==> config.mk <==
export PLATFORM = sky130hd
export DESIGN_NAME = alu_result_framer_flat
export DESIGN_NICKNAME = d
export VERILOG_FILES = /design/src/rtl/alu_result_framer_if.sv /design/src/rtl/alu_result_framer.sv /design/src/flat_wrapper.sv
export SDC_FILE = /design/constraint.sdc
export NUM_CORES = 1
export LEC_CHECK = 0
export CAP_MARGIN = 25
export CORE_AREA = 2 2 86 88
export CTS_BUF_LIST = sky130_fd_sc_hd__clkbuf_4
export DETAILED_ROUTE_END_ITERATION = 10
export DIE_AREA = 0 0 88 90
export HOLD_SLACK_MARGIN = 0.03
export PLACE_DENSITY = 0.53
export SLEW_MARGIN = 25
export SYNTH_ARGS = -nofsm -noshare
export SYNTH_HDL_FRONTEND = slang
export SYNTH_SLANG_ARGS = --single-unit
==> constraint.sdc <==
create_clock -name CLK -period 2.2 [get_ports CLK]
set_input_delay 0.44 -clock CLK [delete_from_list [all_inputs] [get_ports CLK]]
set_output_delay 0.44 -clock CLK [all_outputs]
set_load 0.05 [all_outputs]
==> src/rtl/alu_result_framer_if.sv <==
// Result/transmit bundle between the arithmetic unit, the result framer and the UART transmitter.
// The framer takes the slave view; whoever drives results and TX_BUSY takes the master view.
`timescale 1ns/1ps
interface alu_result_framer_if #(
    parameter int unsigned ARITH_WIDTH = 10
);
    logic [ARITH_WIDTH-1:0] ARITH_OUT;
    logic                   CARRY_OUT;
    logic                   ARITH_FLAG;
    logic                   TX_BUSY;
    logic [7:0]             TX_DATA;
    logic                   TX_VALID;
    logic                   FRAME_BUSY;
    logic [7:0]             DROP_CNT;

    modport master (
        output ARITH_OUT, CARRY_OUT, ARITH_FLAG, TX_BUSY,
        input  TX_DATA, TX_VALID, FRAME_BUSY, DROP_CNT
    );

    modport slave (
        input  ARITH_OUT, CARRY_OUT, ARITH_FLAG, TX_BUSY,
        output TX_DATA, TX_VALID, FRAME_BUSY, DROP_CNT
    );
endinterface

==> src/rtl/alu_result_framer.sv <==
// Packs each flagged arithmetic result into a header / LSB-first data / XOR-checksum byte frame
// and streams it to the UART transmitter, with one result of buffering while a frame is in flight.
`timescale 1ns/1ps
module alu_result_framer #(
    parameter int unsigned ARITH_WIDTH = 10,
    parameter logic [7:0]  HDR_BYTE    = 8'hA5
) (
    input  logic              CLK,
    input  logic              RST,
    alu_result_framer_if.slave bus
);

    localparam int unsigned NUM_BYTES = (ARITH_WIDTH + 1 + 7) / 8;
    localparam int unsigned WORD_W    = NUM_BYTES * 8;
    localparam int unsigned IDX_W     = (NUM_BYTES > 1) ? $clog2(NUM_BYTES) : 1;
    localparam logic [IDX_W-1:0] LAST_IDX = IDX_W'(NUM_BYTES - 1);
    localparam logic [7:0]  DROP_MAX  = 8'hFF;

    typedef enum logic [1:0] {
        S_IDLE = 2'd0,
        S_HDR  = 2'd1,
        S_DATA = 2'd2,
        S_CSUM = 2'd3
    } state_t;

    state_t              r_state;
    logic [WORD_W-1:0]   r_frame;
    logic [WORD_W-1:0]   r_pend;
    logic                r_pend_full;
    logic [IDX_W-1:0]    r_idx;
    logic [7:0]          r_tx_data;
    logic                r_tx_valid;
    logic                r_frame_busy;
    logic [7:0]          r_drop_cnt;

    logic [WORD_W-1:0]   w_in_word;
    logic                w_accept;
    logic                w_frame_done;
    logic [7:0]          w_csum;

    function automatic logic [7:0] get_byte(input logic [WORD_W-1:0] word, input int unsigned k);
        return 8'(word >> (8 * k));
    endfunction

    assign w_in_word    = WORD_W'({bus.CARRY_OUT, bus.ARITH_OUT});
    assign w_accept     = r_tx_valid & ~bus.TX_BUSY;
    assign w_frame_done = w_accept & (r_state == S_CSUM);

    // Checksum of the frame currently held; only consumed on the last data-byte accept.
    always_comb begin
        w_csum = HDR_BYTE;
        for (int unsigned k = 0; k < NUM_BYTES; k++) begin
            w_csum = w_csum ^ get_byte(r_frame, k);
        end
    end

    always_ff @(posedge CLK or negedge RST) begin
        if (!RST) begin
            r_state      <= S_IDLE;
            r_frame      <= '0;
            r_pend       <= '0;
            r_pend_full  <= 1'b0;
            r_idx        <= '0;
            r_tx_data    <= 8'h00;
            r_tx_valid   <= 1'b0;
            r_frame_busy <= 1'b0;
            r_drop_cnt   <= 8'h00;
        end else begin
            case (r_state)
                S_IDLE: begin
                    if (bus.ARITH_FLAG) begin
                        r_frame      <= w_in_word;
                        r_state      <= S_HDR;
                        r_tx_data    <= HDR_BYTE;
                        r_tx_valid   <= 1'b1;
                        r_frame_busy <= 1'b1;
                    end
                end

                default: begin
                    if (w_frame_done) begin
                        // Frame complete: chain straight into the next result if one exists.
                        if (r_pend_full) begin
                            r_frame     <= r_pend;
                            r_state     <= S_HDR;
                            r_tx_data   <= HDR_BYTE;
                            r_pend_full <= bus.ARITH_FLAG;
                            if (bus.ARITH_FLAG) begin
                                r_pend <= w_in_word;
                            end
                        end else if (bus.ARITH_FLAG) begin
                            r_frame   <= w_in_word;
                            r_state   <= S_HDR;
                            r_tx_data <= HDR_BYTE;
                        end else begin
                            r_state      <= S_IDLE;
                            r_tx_data    <= 8'h00;
                            r_tx_valid   <= 1'b0;
                            r_frame_busy <= 1'b0;
                        end
                    end else begin
                        if (w_accept) begin
                            case (r_state)
                                S_HDR: begin
                                    r_idx     <= '0;
                                    r_state   <= S_DATA;
                                    r_tx_data <= get_byte(r_frame, 0);
                                end
                                S_DATA: begin
                                    if (r_idx == LAST_IDX) begin
                                        r_state   <= S_CSUM;
                                        r_tx_data <= w_csum;
                                    end else begin
                                        r_idx     <= r_idx + IDX_W'(1);
                                        r_tx_data <= get_byte(r_frame, 32'(r_idx) + 32'd1);
                                    end
                                end
                                default: begin
                                    r_state <= r_state;
                                end
                            endcase
                        end

                        // Mid-frame arrivals: buffer one, count the rest as drops.
                        if (bus.ARITH_FLAG) begin
                            if (!r_pend_full) begin
                                r_pend      <= w_in_word;
                                r_pend_full <= 1'b1;
                            end else if (r_drop_cnt != DROP_MAX) begin
                                r_drop_cnt <= r_drop_cnt + 8'd1;
                            end
                        end
                    end
                end
            endcase
        end
    end

    assign bus.TX_DATA    = r_tx_data;
    assign bus.TX_VALID   = r_tx_valid;
    assign bus.FRAME_BUSY = r_frame_busy;
    assign bus.DROP_CNT   = r_drop_cnt;

endmodule

==> src/flat_wrapper.sv <==
// flat-port wrapper written by rule: the top's interface ports become plain ports
module alu_result_framer_flat 
#(
    parameter int unsigned ARITH_WIDTH = 10,
    parameter logic [7:0]  HDR_BYTE    = 8'hA5
)
  (CLK, RST, bus_ARITH_OUT, bus_CARRY_OUT, bus_ARITH_FLAG, bus_TX_BUSY, bus_TX_DATA, bus_TX_VALID, bus_FRAME_BUSY, bus_DROP_CNT);
  alu_result_framer_if #(.ARITH_WIDTH(ARITH_WIDTH)) bus_i ();
  input  logic CLK;
  input  logic RST;
  input wire logic [$bits(bus_i.ARITH_OUT)-1:0] bus_ARITH_OUT;
  input wire logic [$bits(bus_i.CARRY_OUT)-1:0] bus_CARRY_OUT;
  input wire logic [$bits(bus_i.ARITH_FLAG)-1:0] bus_ARITH_FLAG;
  input wire logic [$bits(bus_i.TX_BUSY)-1:0] bus_TX_BUSY;
  output wire logic [$bits(bus_i.TX_DATA)-1:0] bus_TX_DATA;
  output wire logic [$bits(bus_i.TX_VALID)-1:0] bus_TX_VALID;
  output wire logic [$bits(bus_i.FRAME_BUSY)-1:0] bus_FRAME_BUSY;
  output wire logic [$bits(bus_i.DROP_CNT)-1:0] bus_DROP_CNT;
  assign bus_i.ARITH_OUT = bus_ARITH_OUT;
  assign bus_i.CARRY_OUT = bus_CARRY_OUT;
  assign bus_i.ARITH_FLAG = bus_ARITH_FLAG;
  assign bus_i.TX_BUSY = bus_TX_BUSY;
  assign bus_TX_DATA = bus_i.TX_DATA;
  assign bus_TX_VALID = bus_i.TX_VALID;
  assign bus_FRAME_BUSY = bus_i.FRAME_BUSY;
  assign bus_DROP_CNT = bus_i.DROP_CNT;
  alu_result_framer #(.ARITH_WIDTH(ARITH_WIDTH), .HDR_BYTE(HDR_BYTE)) u_core (.CLK(CLK), .RST(RST), .bus(bus_i));
endmodule
; ---- After elaboration in Yosys (flattened, before gate mapping)
; Cells that the tools add are included.
; W data, S select, Z words.
[totals]
elab_cells = 77
ff_bits = 53
output_inout_bits = 18
[classes]
n_shift = 1
bitwise_logic = 7
eq_ne = 11
reduce_logical = 13
addsub = 3
muxes = 34
[op_table]
columns = cell, n
row1 = $mux W16, 9
row2 = $mux W8, 7
row3 = $shr A16 B32 Y8, 1
row4 = $pmux W8 S2, 1
row5 = $mux W2, 6
row6 = $reduce_and A4 Y1, 3
row7 = $reduce_and A5 Y1, 2
row8 = $mux W1, 9
row9 = $add A8 B1 Y8 const B, 1
row10 = $ne A2 B2 Y1 const B, 4
row11 = $ne A8 B8 Y1 const B, 1
row12 = $xor A8 B8 Y8, 1
row13 = $reduce_bool A2 Y1, 3
row14 = $eq A2 B2 Y1 const B, 2
row15 = $ne A2 B1 Y1 const B, 2
row16 = $ne A4 B1 Y1 const B, 1
row17 = $not A4 Y4, 1
row18 = $pmux W2 S2, 1
row19 = $reduce_bool A4 Y1, 1
row20 = $not A1 Y1, 3
row21 = $reduce_and A3 Y1, 1
row22 = $reduce_bool A3 Y1, 1
row23 = $add A1 B1 Y2 const B, 1
row24 = $and A1 B1 Y1, 2
row25 = 5 further kinds, 5

; ---- Longest topological paths before layout
[logic_depth]
depth_word = 7
depth_mapped = 9

; ---- Least setup slack after synthesis
; OpenSTA, ideal clock, no wires.
[synth_timing]
path_kind = flip-flop to flip-flop
start = register u_core.r_tx_valid (netlist: u_core.bus.TX_VALID)
end = register u_core.r_pend[10]
t_arrival_ps = 1723
path_slack_ps = 352
setup_ps = 125
stages_incl_launch_ff = 7
required_ps = 2075
path_cell_list = dfrtp_1 and3b_1 buf_6 xnor2_1 nand3_1 buf_6 mux2_4
[synth_via]
elab_chain_len = 4
elab_cells_between_ends = 7
[synth_lines]
columns = item, line_no
row1 = from (decl), alu_result_framer.sv:32  ; logic r_tx_valid;
row2 = from (signal assigned), alu_result_framer.sv:65  ; r_tx_valid <= 1'b0;
row3 = from (signal assigned), alu_result_framer.sv:75  ; r_tx_valid <= 1'b1;
row4 = from (signal assigned), alu_result_framer.sv:98  ; r_tx_valid <= 1'b0;
row5 = $and A1 B1 Y1 (*), alu_result_framer.sv:46  ; assign w_accept = r_tx_valid & ~bus.TX_BUSY;
row6 = $and A1 B1 Y1 (*), alu_result_framer.sv:47  ; assign w_frame_done = w_accept & (r_state == S_CSUM);
row7 = $ne A2 B1 Y1 (no line) (tied with other cells), -
row8 = $reduce_and A5 Y1 (no line), -
row9 = to (signal assigned), alu_result_framer.sv:89  ; r_pend <= w_in_word;
row10 = to (signal assigned), alu_result_framer.sv:127  ; r_pend <= w_in_word;
row11 = to (decl), alu_result_framer.sv:28  ; logic [WORD_W-1:0] r_pend;
; Mark *: on every way between the ends. The rest lies on a longest branch, timed or not.
; A chain may end at the register's enable or synchronous reset.

; ---- Worst setup path in the final report
[layout_timing]
start = register u_core.r_drop_cnt[2] (netlist: u_core.bus.DROP_CNT[2])
end = output port bus_DROP_CNT[2]
[layout_rtl]
columns = item, line_no
row1 = from (decl), alu_result_framer.sv:34  ; logic [7:0] r_drop_cnt;
row2 = from (signal assigned), alu_result_framer.sv:130  ; r_drop_cnt <= r_drop_cnt + 8'd1;
row3 = to (decl), flat_wrapper.sv:18  ; output wire logic [$bits(bus_i.DROP_CNT)-1:0] bus_DROP_CNT;
; No word-level cell between the ends.

==> metrics.md <==
| Metric | Value |
|---|---|
| Post-DP HPWL | `3240 microns` |
| Antenna diodes | `0` |
| Die area | `between 7000 and 8000 sq um` |
| Power per cell area | `700 nW/um^2` |
| DR WL met2 | `between 1500 and 2000 microns` |
| Core area | `7020 sq um` |
| Synthesized net count | `244` |
| Mapped Cells | `225` |
| Htree depth | `2` |
| Dominant cell type by area after synthesis | `dfrtp_1` |
| DR pass1 iterations | `4` |
| Static Leakage | `1.38 nW` |
| Overall routing resource usage | `13.1%` |
| Largest family of logic cells by synthesized area | `simple AND/OR/NAND/NOR gates` |
| Initial core utilization | `around 34%` |
| CTS clk-pin slew, worst paths | `about 0.14 ns` |
| DRT met1 WL | `2400 microns` |
| Critical path, cell by cell | `clkdlybuf4s50_1` |
| Worst path slowest cell | `clkdlybuf4s50_1` |
| Overall Power | `2.03 mW` |
| Final nets | `280` |
| Clk Latency, worst-skew pair | `0.36 ns` |
| RSZ-0062 raised after global routing | `false` |
| Peak supply drop | `0.505 mV` |
| Area contributors post-synth | `dfrtp_1, mux2_4, mux2i_1` |
| Placed cell areas | `2850 sq um` |
| Clock tree buffer depth | `2` |
| CTS resizes | `0` |
| Most common cell after layout, fill and taps aside | `dfrtp_1` |
| Antenna violations before repair | `0` |
| Mux contribution to synthesized area | `14.1%` |
| CP Data Required Time | `approximately 1.8 ns` |
| I/O Pins | `33` |
| Highest metal used | `met4` |
| Layout cells sized above 1 | `approximately 14%` |
| Final Setup Violations | `0` |
| RR Endpoint | `u_core.bus.DROP_CNT[5]` |
| Worst Hold Class | `primary input to asynchronous set/reset pin` |
| Startpoint types | `register` |
| CTS tree | `done` |
| DR iter-0 viols | `between 80 and 90` |
| Std cell rows | `31` |
| Post-synthesis compound-gate area fraction | `12.9%` |
| Outcome | `finished clean` |
| Warnings from Yosys | `0` |
| Layout Skew | `approximately 0.0076 ns` |
| XOR/XNOR Fraction of Synth Area | `roughly 1.1%` |
| Final Critical Period | `2.09 ns` |
| Port Buffers | `32` |
| Postcts setup bufs | `0` |
| Drt total wl | `4630 microns` |
| Max-Cap Viols | `0` |
| R2r setup slk | `0.34 ns` |
| Post-Syn Area | `2400 sq um` |
| FF+latch count, synth | `48` |
| Critical Path Max Stage Delay | `0.83 ns` |
| CP top delay family | `buffers and inverters` |
| Number of global-route vias before repair | `1643` |
| Setup crit end kind | `primary output` |
| Finished Cell Area | `2910 sq um` |
| Area share of fa/ha/maj cells after synthesis | `2.08%` |
| WL/cell | `approximately 13 microns` |
| Synth cell types | `38` |
| Commonest non-fill, non-tap cells in the layout | `dfrtp_1, clkdlybuf4s50_1, nand2_1` |
| Cts-stage hold buffer count | `0` |
| Util after Layout | `41.4%` |
| Antenna-violating nets left | `0` |
| Fmax achieved | `479 MHz` |
| Tcrit/Tclk final | `95.0%` |
| Synth Area per Inst | `10.7 sq um` |
| Die height | `90 microns` |
| Critical Path AT | `1.65 ns` |
| Pin count of the biggest net entering global routing | `49` |
| Root Driver | `clkbuf_4` |
| TNS Setup | `0 ns` |
| Critical path peak fanout | `7` |
| Synth Area in Simple Gates | `roughly 15%` |
| R2R Path Start | `u_core.r_state[0]` |
| GRT overflow | `0` |
| Top-area cell type share of the netlist area | `50.0%` |
| Hold Fails Final Rpt | `0` |
| Metal3 WL | `151 microns` |
| Via count | `1689` |
| R2r worst-path depth | `6` |
| Layout area overhead | `21.1%` |
| First-pass GRT wire length | `8120 microns` |
| Slew @ Worst Pin | `0.603 ns` |
| Register area share after synthesis | `50.0%` |
| Worst slack at placement | `0.142 ns` |
| Relative slew slack | `59.8%` |
| WS Path Type | `register to primary output` |
| GP Congestion | `0.797` |
| Final setup margin | `around 0.11 ns` |
| Routed vias/inst | `4.68` |
| Buffers and inverters on the worst path | `1` |
| CTS sink count | `48` |
| Die W | `88 microns` |
| DRC | `0` |
| Slew Viols, Final | `0` |
| Inserted Clock Buffers | `5` |
[where the power goes]
part	leakage, nW	internal, mW	total, mW	switching [mW]
registers	0.637	0.962	1.05	0.0909
logic	0.709	0.239	0.571	0.332
clock network	0.0293	0.135	0.410	0.276
[routing by layer]
metal	global-route usage, %	vias up
met4	4.62	0
li1	-	867
met1	19.5	778
met3	3.03	8
met2	18.4	36
met5	0	-
[cell usage after synthesis]
library cell and n:
a31oi_1 1, a21oi_1 13, nor2_1 11, o31a_1 1, mux2_2 7, a311o_1 4, nand3_1 9, o22ai_2 1
nor2b_1 1, and2_1 5, mux2_4 10, nand4_1 3, nand2b_1 7, and4_1 1, a2111oi_0 3, buf_6 3
nand3b_1 1, a2bb2oi_1 1, xnor2_1 2, a21o_1 3, buf_4 3, o21a_1 1, o31ai_1 1, xor2_1 1
clkbuf_1 1, mux2i_1 11, nor3_1 1, and3_1 3, o41ai_1 1, inv_1 8, dfrtp_1 48, nor3b_1 1
nand2_1 27, buf_2 6, o21ai_0 19, ha_1 4, and3b_1 1, and4_4 1
[logic make-up (layout without fill, tap and decap cells)]
group / after synthesis / after routing
simple gates: 72 / 72
compound gates: 49 / 49
flops: 48 / 48
mux: 28 / 28
buf+inv: 21 / 58
fa+ha+maj: 4 / 4
xor+xnor: 3 / 3
[sequential cells by signal (all words and copies together) (netlist names)]
register	flops
u_core.r_frame	16
u_core.r_pend	11
u_core.bus.DROP_CNT	8
u_core.bus.TX_DATA	8
u_core.r_state	2
u_core.bus.TX_VALID	1
u_core.r_idx	1
u_core.r_pend_full	1
[layout make-up]
type                            count  area [sq um]
Fill cell                         686          4110
Sequential cell                    48          1200
Multi-Input combinational cell    156          1080
Timing Repair Buffer               42           415
Tap cell                           99           124
Clock buffer                        6          45.0
Inverter                            8          30.0
Clock inverter                      2          11.3
[worst max-delay path by stage]
stage	depth (start not counted)	start	end	slack, ns
3_5_place_dp	5	bus_TX_BUSY	u_core.bus.TX_DATA[4]	0.14
5_1_grt	1	u_core.bus.DROP_CNT[3]	bus_DROP_CNT[3]	0.03
2_1_floorplan	6	u_core.bus.TX_VALID	u_core.r_pend[10]	0.35
3_3_place_gp	5	bus_TX_BUSY	u_core.r_idx	0.16
6_report	1	u_core.bus.DROP_CNT[2]	bus_DROP_CNT[2]	0.11
4_1_cts	1	u_core.bus.DROP_CNT[7]	bus_DROP_CNT[7]	0.09
[metrics by stage]
stage / hold WS (ns) / instances
floorplan: 0.144 / 225
global placement: 0.470 / 353
detailed placement: 0.470 / 353
CTS: 0.170 / 361
global route: 0.179 / 361
finish: 0.150 / 361
Power figures use the tool's default switching activity.
